--- config.mk ---
export PLATFORM = sky130hd
export DESIGN_NAME = wb_arb2
export DESIGN_NICKNAME = d
export VERILOG_FILES = /design/src/rtl/wb_arb_pkg.sv /design/src/rtl/wb_arb_timeout.sv /design/src/rtl/wb_arb2.sv
export SDC_FILE = /design/constraint.sdc
export NUM_CORES = 1
export LEC_CHECK = 0
export CAP_MARGIN = 20
export CORE_AREA = 2 2 111 113
export CTS_BUF_LIST = sky130_fd_sc_hd__clkbuf_4
export DETAILED_ROUTE_END_ITERATION = 6
export DIE_AREA = 0 0 113 115
export PLACE_DENSITY_LB_ADDON = 0.12
export RECOVER_POWER = 25
export SLEW_MARGIN = 15
export SYNTH_ARGS = -nofsm -noshare
export SYNTH_HDL_FRONTEND = slang
export SYNTH_HIERARCHICAL = 1
export SYNTH_SLANG_ARGS = --single-unit
--- constraint.sdc ---
create_clock -name clk_i -period 3.4 [get_ports clk_i]
set_clock_uncertainty 0.1 [all_clocks]
set_input_delay 0.85 -clock clk_i [delete_from_list [all_inputs] [get_ports clk_i]]
set_output_delay 0.85 -clock clk_i [all_outputs]
set_load 0.02 [all_outputs]
--- src/rtl/wb_arb_pkg.sv ---
// Shared definitions for the two-master Wishbone arbiter.
package wb_arb_pkg;

  typedef enum logic [1:0] {
    ST_IDLE = 2'd0,
    ST_OWN0 = 2'd1,
    ST_OWN1 = 2'd2
  } arb_state_e;

  localparam int unsigned MASTER0 = 0;
  localparam int unsigned MASTER1 = 1;

  // Watchdog counter width; at least one bit so a disabled watchdog still elaborates.
  function automatic int unsigned cnt_width(input int unsigned timeout);
    return (timeout == 0) ? 1 : $clog2(timeout + 1);
  endfunction

endpackage

--- src/rtl/wb_arb_timeout.sv ---
// Strobe watchdog: pulses expire when a strobe has waited TIMEOUT cycles unanswered.
module wb_arb_timeout
  import wb_arb_pkg::*;
#(
  parameter int unsigned TIMEOUT = 1024
) (
  input  logic clk_i,
  input  logic rst_n_i,
  input  logic stb,
  input  logic ack,
  input  logic err,
  input  logic clear,
  output logic expire
);

  localparam int unsigned     CW     = cnt_width(TIMEOUT);
  localparam bit              ENABLE = (TIMEOUT != 0);
  localparam logic [CW-1:0]   LIMIT  = (TIMEOUT == 0) ? '0 : CW'(TIMEOUT - 1);

  logic [CW-1:0] count;

  // Expiry fires in the cycle the count sits at its limit; a slave response that cycle wins.
  always_comb begin
    expire = ENABLE & stb & ~ack & ~err & (count == LIMIT);
  end

  // Count unanswered strobe cycles; any response, idle strobe, state change or expiry restarts it.
  always_ff @(posedge clk_i or negedge rst_n_i) begin
    if (!rst_n_i) begin
      count <= '0;
    end else if (!ENABLE || clear || expire || !stb || ack || err) begin
      count <= '0;
    end else begin
      count <= count + CW'(1);
    end
  end

endmodule

--- src/rtl/wb_arb2.sv ---
// Two-master Wishbone arbiter: round-robin on ties, one idle cycle between grants,
// combinational bus mux from the owning master, and a strobe watchdog.
module wb_arb2
  import wb_arb_pkg::*;
#(
  parameter int unsigned AW      = 32,
  parameter int unsigned DW      = 32,
  parameter int unsigned TIMEOUT = 1024
) (
  input  logic              clk_i,
  input  logic              rst_n_i,
  input  logic [1:0]        m_cyc_i,
  input  logic [1:0]        m_stb_i,
  input  logic [1:0]        m_we_i,
  input  logic [2*DW/8-1:0] m_sel_i,
  input  logic [2*AW-1:0]   m_adr_i,
  input  logic [2*DW-1:0]   m_dat_i,
  output logic [DW-1:0]     m_dat_o,
  output logic [1:0]        m_ack_o,
  output logic [1:0]        m_err_o,
  output logic              s_cyc_o,
  output logic              s_stb_o,
  output logic              s_we_o,
  output logic [DW/8-1:0]   s_sel_o,
  output logic [AW-1:0]     s_adr_o,
  output logic [DW-1:0]     s_dat_o,
  input  logic [DW-1:0]     s_dat_i,
  input  logic              s_ack_i,
  input  logic              s_err_i,
  output logic [1:0]        grant_o
);

  localparam int unsigned SW = DW / 8;

  arb_state_e        state;
  logic              last;
  logic              active;
  logic              owner;
  logic              own_cyc;
  logic              own_stb;
  logic              own_we;
  logic [SW-1:0]     own_sel;
  logic [AW-1:0]     own_adr;
  logic [DW-1:0]     own_dat;
  logic              leave;
  logic              expire;

  // Select the owning master's request signals.
  always_comb begin
    active  = (state != ST_IDLE);
    owner   = (state == ST_OWN1);
    own_cyc = owner ? m_cyc_i[MASTER1] : m_cyc_i[MASTER0];
    own_stb = owner ? m_stb_i[MASTER1] : m_stb_i[MASTER0];
    own_we  = owner ? m_we_i[MASTER1]  : m_we_i[MASTER0];
    own_sel = owner ? m_sel_i[SW +: SW] : m_sel_i[0 +: SW];
    own_adr = owner ? m_adr_i[AW +: AW] : m_adr_i[0 +: AW];
    own_dat = owner ? m_dat_i[DW +: DW] : m_dat_i[0 +: DW];
    leave   = active & ~own_cyc;
  end

  wb_arb_timeout #(
    .TIMEOUT (TIMEOUT)
  ) u_timeout (
    .clk_i   (clk_i),
    .rst_n_i (rst_n_i),
    .stb     (active & own_stb),
    .ack     (s_ack_i),
    .err     (s_err_i),
    .clear   (leave),
    .expire  (expire)
  );

  // Drive the slave from the owner and route responses back; everything quiet when idle.
  always_comb begin
    s_cyc_o = 1'b0;
    s_stb_o = 1'b0;
    s_we_o  = 1'b0;
    s_sel_o = '0;
    s_adr_o = '0;
    s_dat_o = '0;
    m_ack_o = '0;
    m_err_o = '0;
    m_dat_o = s_dat_i;
    if (active) begin
      s_cyc_o        = own_cyc;
      s_stb_o        = own_stb & ~expire;
      s_we_o         = own_we;
      s_sel_o        = own_sel;
      s_adr_o        = own_adr;
      s_dat_o        = own_dat;
      m_ack_o[owner] = s_ack_i;
      m_err_o[owner] = s_err_i | expire;
    end
  end

  // Ownership FSM with registered grant; ties go to the master not granted last.
  always_ff @(posedge clk_i or negedge rst_n_i) begin
    if (!rst_n_i) begin
      state   <= ST_IDLE;
      grant_o <= '0;
      last    <= 1'b1;
    end else begin
      case (state)
        ST_IDLE: begin
          if (m_cyc_i == 2'b01 || (m_cyc_i == 2'b11 && last)) begin
            state   <= ST_OWN0;
            grant_o <= 2'b01;
          end else if (m_cyc_i[MASTER1]) begin
            state   <= ST_OWN1;
            grant_o <= 2'b10;
          end
        end
        ST_OWN0: begin
          if (!m_cyc_i[MASTER0]) begin
            state   <= ST_IDLE;
            grant_o <= '0;
            last    <= 1'b0;
          end
        end
        ST_OWN1: begin
          if (!m_cyc_i[MASTER1]) begin
            state   <= ST_IDLE;
            grant_o <= '0;
            last    <= 1'b1;
          end
        end
        default: begin
          state   <= ST_IDLE;
          grant_o <= '0;
        end
      endcase
    end
  end

endmodule

==> results.py <==
metrics = {
    "sta": {
        "holdWs_ps": 405,
        "hold_viol": 0,
        "finalSetupViolCount": 0,
        "slew_headroom_pct": 57.1,
        "fin_crit_ps": 3310,
        "tightestPinTransition_ps": 641,
        "period_share_pct": 97.4,
        "max_freq_mhz": 302,
        "fin_setup_tns_ps": 0,
        "grt_setup_unrepaired": "no",
        "slew_violations": 0,
    },
    "worst_setup_path": {
        "worstPathArrival_ps": 2360,
        "crit_path_start_kind": "primary input",
        "path_class": "in -> out",
        "cp_data_required_time_ps": 2450,
        "startpoint": "m_stb_i[1]",
        "r2r_slack_ps": 1230,
        "cp-end-kind": "output port",
        "reg2regPathDepth": 5,
        "crit_path_max_fanout": 2,
        "timing.rr.start": "state[0]",
        "reg2reg_to": "u_timeout/count[6]",
    },
    "synthesis": {
        "synth_edf_count": 0,
        "synth.distinct_cells": 32,
        "synth-main-ff-cell": "dfrtp_1",
        "synth-seq-cells": 14,
        "syn-num-nets": 371,
        "synth_cells": 192,
        "netlist_area_mm2": 0.00174,
        "syn_avg_cell_area_um2": 9.06,
        "ys_async_sr_fraction_pct": 100,
        "ys_seq_area_share_pct": 20.2,
        "ys_warn_count": 6,
    },
    "place": {
        "placed_area_mm2": 0.00383,
        "hpwl_um": 8220,
        "gp_congestion": 0.705,
        "io_buffers": 222,
    },
    "grt": {
        "antenna_found_initial": 0,
        "first_global_vias": 2256,
        "grt_pass1_wl_um": 14100,
        "grt_max_degree": 72,
        "grt_usage_pct": 14.2,
        "gr-total-overflow": 0,
    },
    "routing": {
        "vias": 2255,
        "wirelength_um": 10300,
        "dr.first_iter.drc_count": 146,
        "antenna_left": 0,
        "dr.pass1.iters": 7,
        "drc": 19,
        "wire_per_inst_um": 19.8,
        "viasPerCell": 4.34,
    },
    "final_layout": {
        "nets": 553,
        "final_common_cell": "clkdlybuf4s50_1",
        "most-common-layout-cells": "clkdlybuf4s50_1 (212), a22o_1 (71), dfrtp_1 (12), buf_4 (7), nand2_1 (5)",
        "drive_above_1_share_pct": 5.09,
        "design_area_mm2": 0.00386,
        "areaGrowthSynthToFinish_pct": 122,
        "antenna_cells": 0,
    },
    "floorplan": {
        "core_area_mm2": 0.0118,
        "row_count": 40,
        "num_io_pins": 287,
        "die_h_um": 115,
        "start_util_pct": 14.7,
        "dieArea_mm2": 0.0130,
        "die_w_um": 113,
    },
    "cts": {
        "numClockSinks": 14,
        "cts_buffers": 3,
        "insertion_delay_ps": 270,
        "cts_tree": "done",
        "clkTransAtPathRegs_ps": 80,
        "postCtsSetupRepairBufs": 0,
        "clockBufferDepth": 2,
        "cts-hold-fix-buffers": 0,
        "cts_max_level": 1,
        "cts.repair.resized": 3,
        "cts_root_buf": "clkbuf_4",
    },
    "hold_path": {
        "hold_end": "u_timeout/count[0]",
        "worstHoldStart": "u_timeout/count[0]",
        "min_path_cells": 1,
        "hp-class": "reg -> reg",
    },
    "status": {
        "violations": "DRC",
        "status": "finished, violations left",
    },
    "job": {
        "maxCapViolCount": 0,
    },
    "pwr": {
        "p_leak_nw": 1.44,
        "p_per_area_mw_per_mm2": 368,
        "worst_ir_drop_vdd_uv": 138,
        "p_total_mw": 1.42,
    },
}
where the power goes:
part	internal [mW]	switching, mW	total (mW)
registers	0.182	0.0212	0.204
clock network	0.0425	0.0540	0.0965
logic	0.595	0.527	1.12
total	0.820	0.602	1.42
Yosys cell counts, types with 3 or more instances:
cell / instances / area (um2)
nor3_1: 5 / 25.0
buf_2: 4 / 20.0
a211oi_1: 4 / 30.0
a21oi_1: 3 / 15.0
o21ai_0: 3 / 15.0
nor2_1: 3 / 11.3
or4_1: 3 / 22.5
a22o_1: 71 / 622
nand4_1: 3 / 18.8
nand2_1: 5 / 18.8
buf_6: 9 / 101
nand2b_1: 3 / 18.8
buf_4: 34 / 255
clkbuf_1: 3 / 11.3
o31ai_1: 3 / 22.5
dfrtp_1: 13 / 325
how the worst max path moves through the flow:
stage            endpoint  cells after the start
5_1_grt           s_stb_o                      6
6_report          s_stb_o                      6
3_3_place_gp   m_err_o[0]                      7
3_5_place_dp   m_err_o[0]                      7
4_1_cts           s_stb_o                      6
2_1_floorplan  m_err_o[0]                      6
registers in the layout (all words and copies together), names as in the netlist:
name / count
u_timeout/count: 11
last: 1
state: 2
routing by layer:
| metal | vias up | global-route usage, % | share of wire [%] |
|---|---|---|---|
| met4 | 0 | 1.71 | 0.27 |
| met2 | 112 | 24.9 | 51 |
| li1 | 1083 | - | - |
| met5 | - | 0 | 0 |
| met1 | 1058 | 17.1 | 37 |
| met3 | 2 | 5.17 | 12 |
layout make-up:
cell class,count,area (um2)
repair buffers,227,2290
fillers,1231,7950
clock inverters,1,3.75
multi-input cells,127,1000
clock buffers,3,22.5
inverters,1,3.75
well taps,147,184
flip-flops and latches,14,353
through the flow:
| step | utilization, % | cells | setup slack (ps) |
|---|---|---|---|
| finish | 32.7 | 520 | 87.9 |
| global route | 32.7 | 520 | 6.01 |
| CTS | 32.7 | 520 | 78.3 |
| detailed placement | 32.4 | 516 | -30.6 |
| global placement | 32.4 | 516 | -33.3 |
| floorplan | - | 192 | 839 |
worst max-delay path, stage by stage:
cell and delay (ps):
clkdlybuf4s50_1 400, nand3b_1 100, nand2_1 80, and4b_1 210, a21oi_1 110, clkdlybuf4s50_1 610
kinds of logic after synthesis:
family,count (synthesis),share of synthesized area [%]
AND/OR/NAND/NOR,37,13.7
XOR/XNOR,3,1.51
AO/OA/AOI/OAI,86,41.4
flip-flops,14,20.2
buffers and inverters,51,22.5
adder cells (fa/ha/maj),1,0.719
Power figures use the tool's default switching activity.
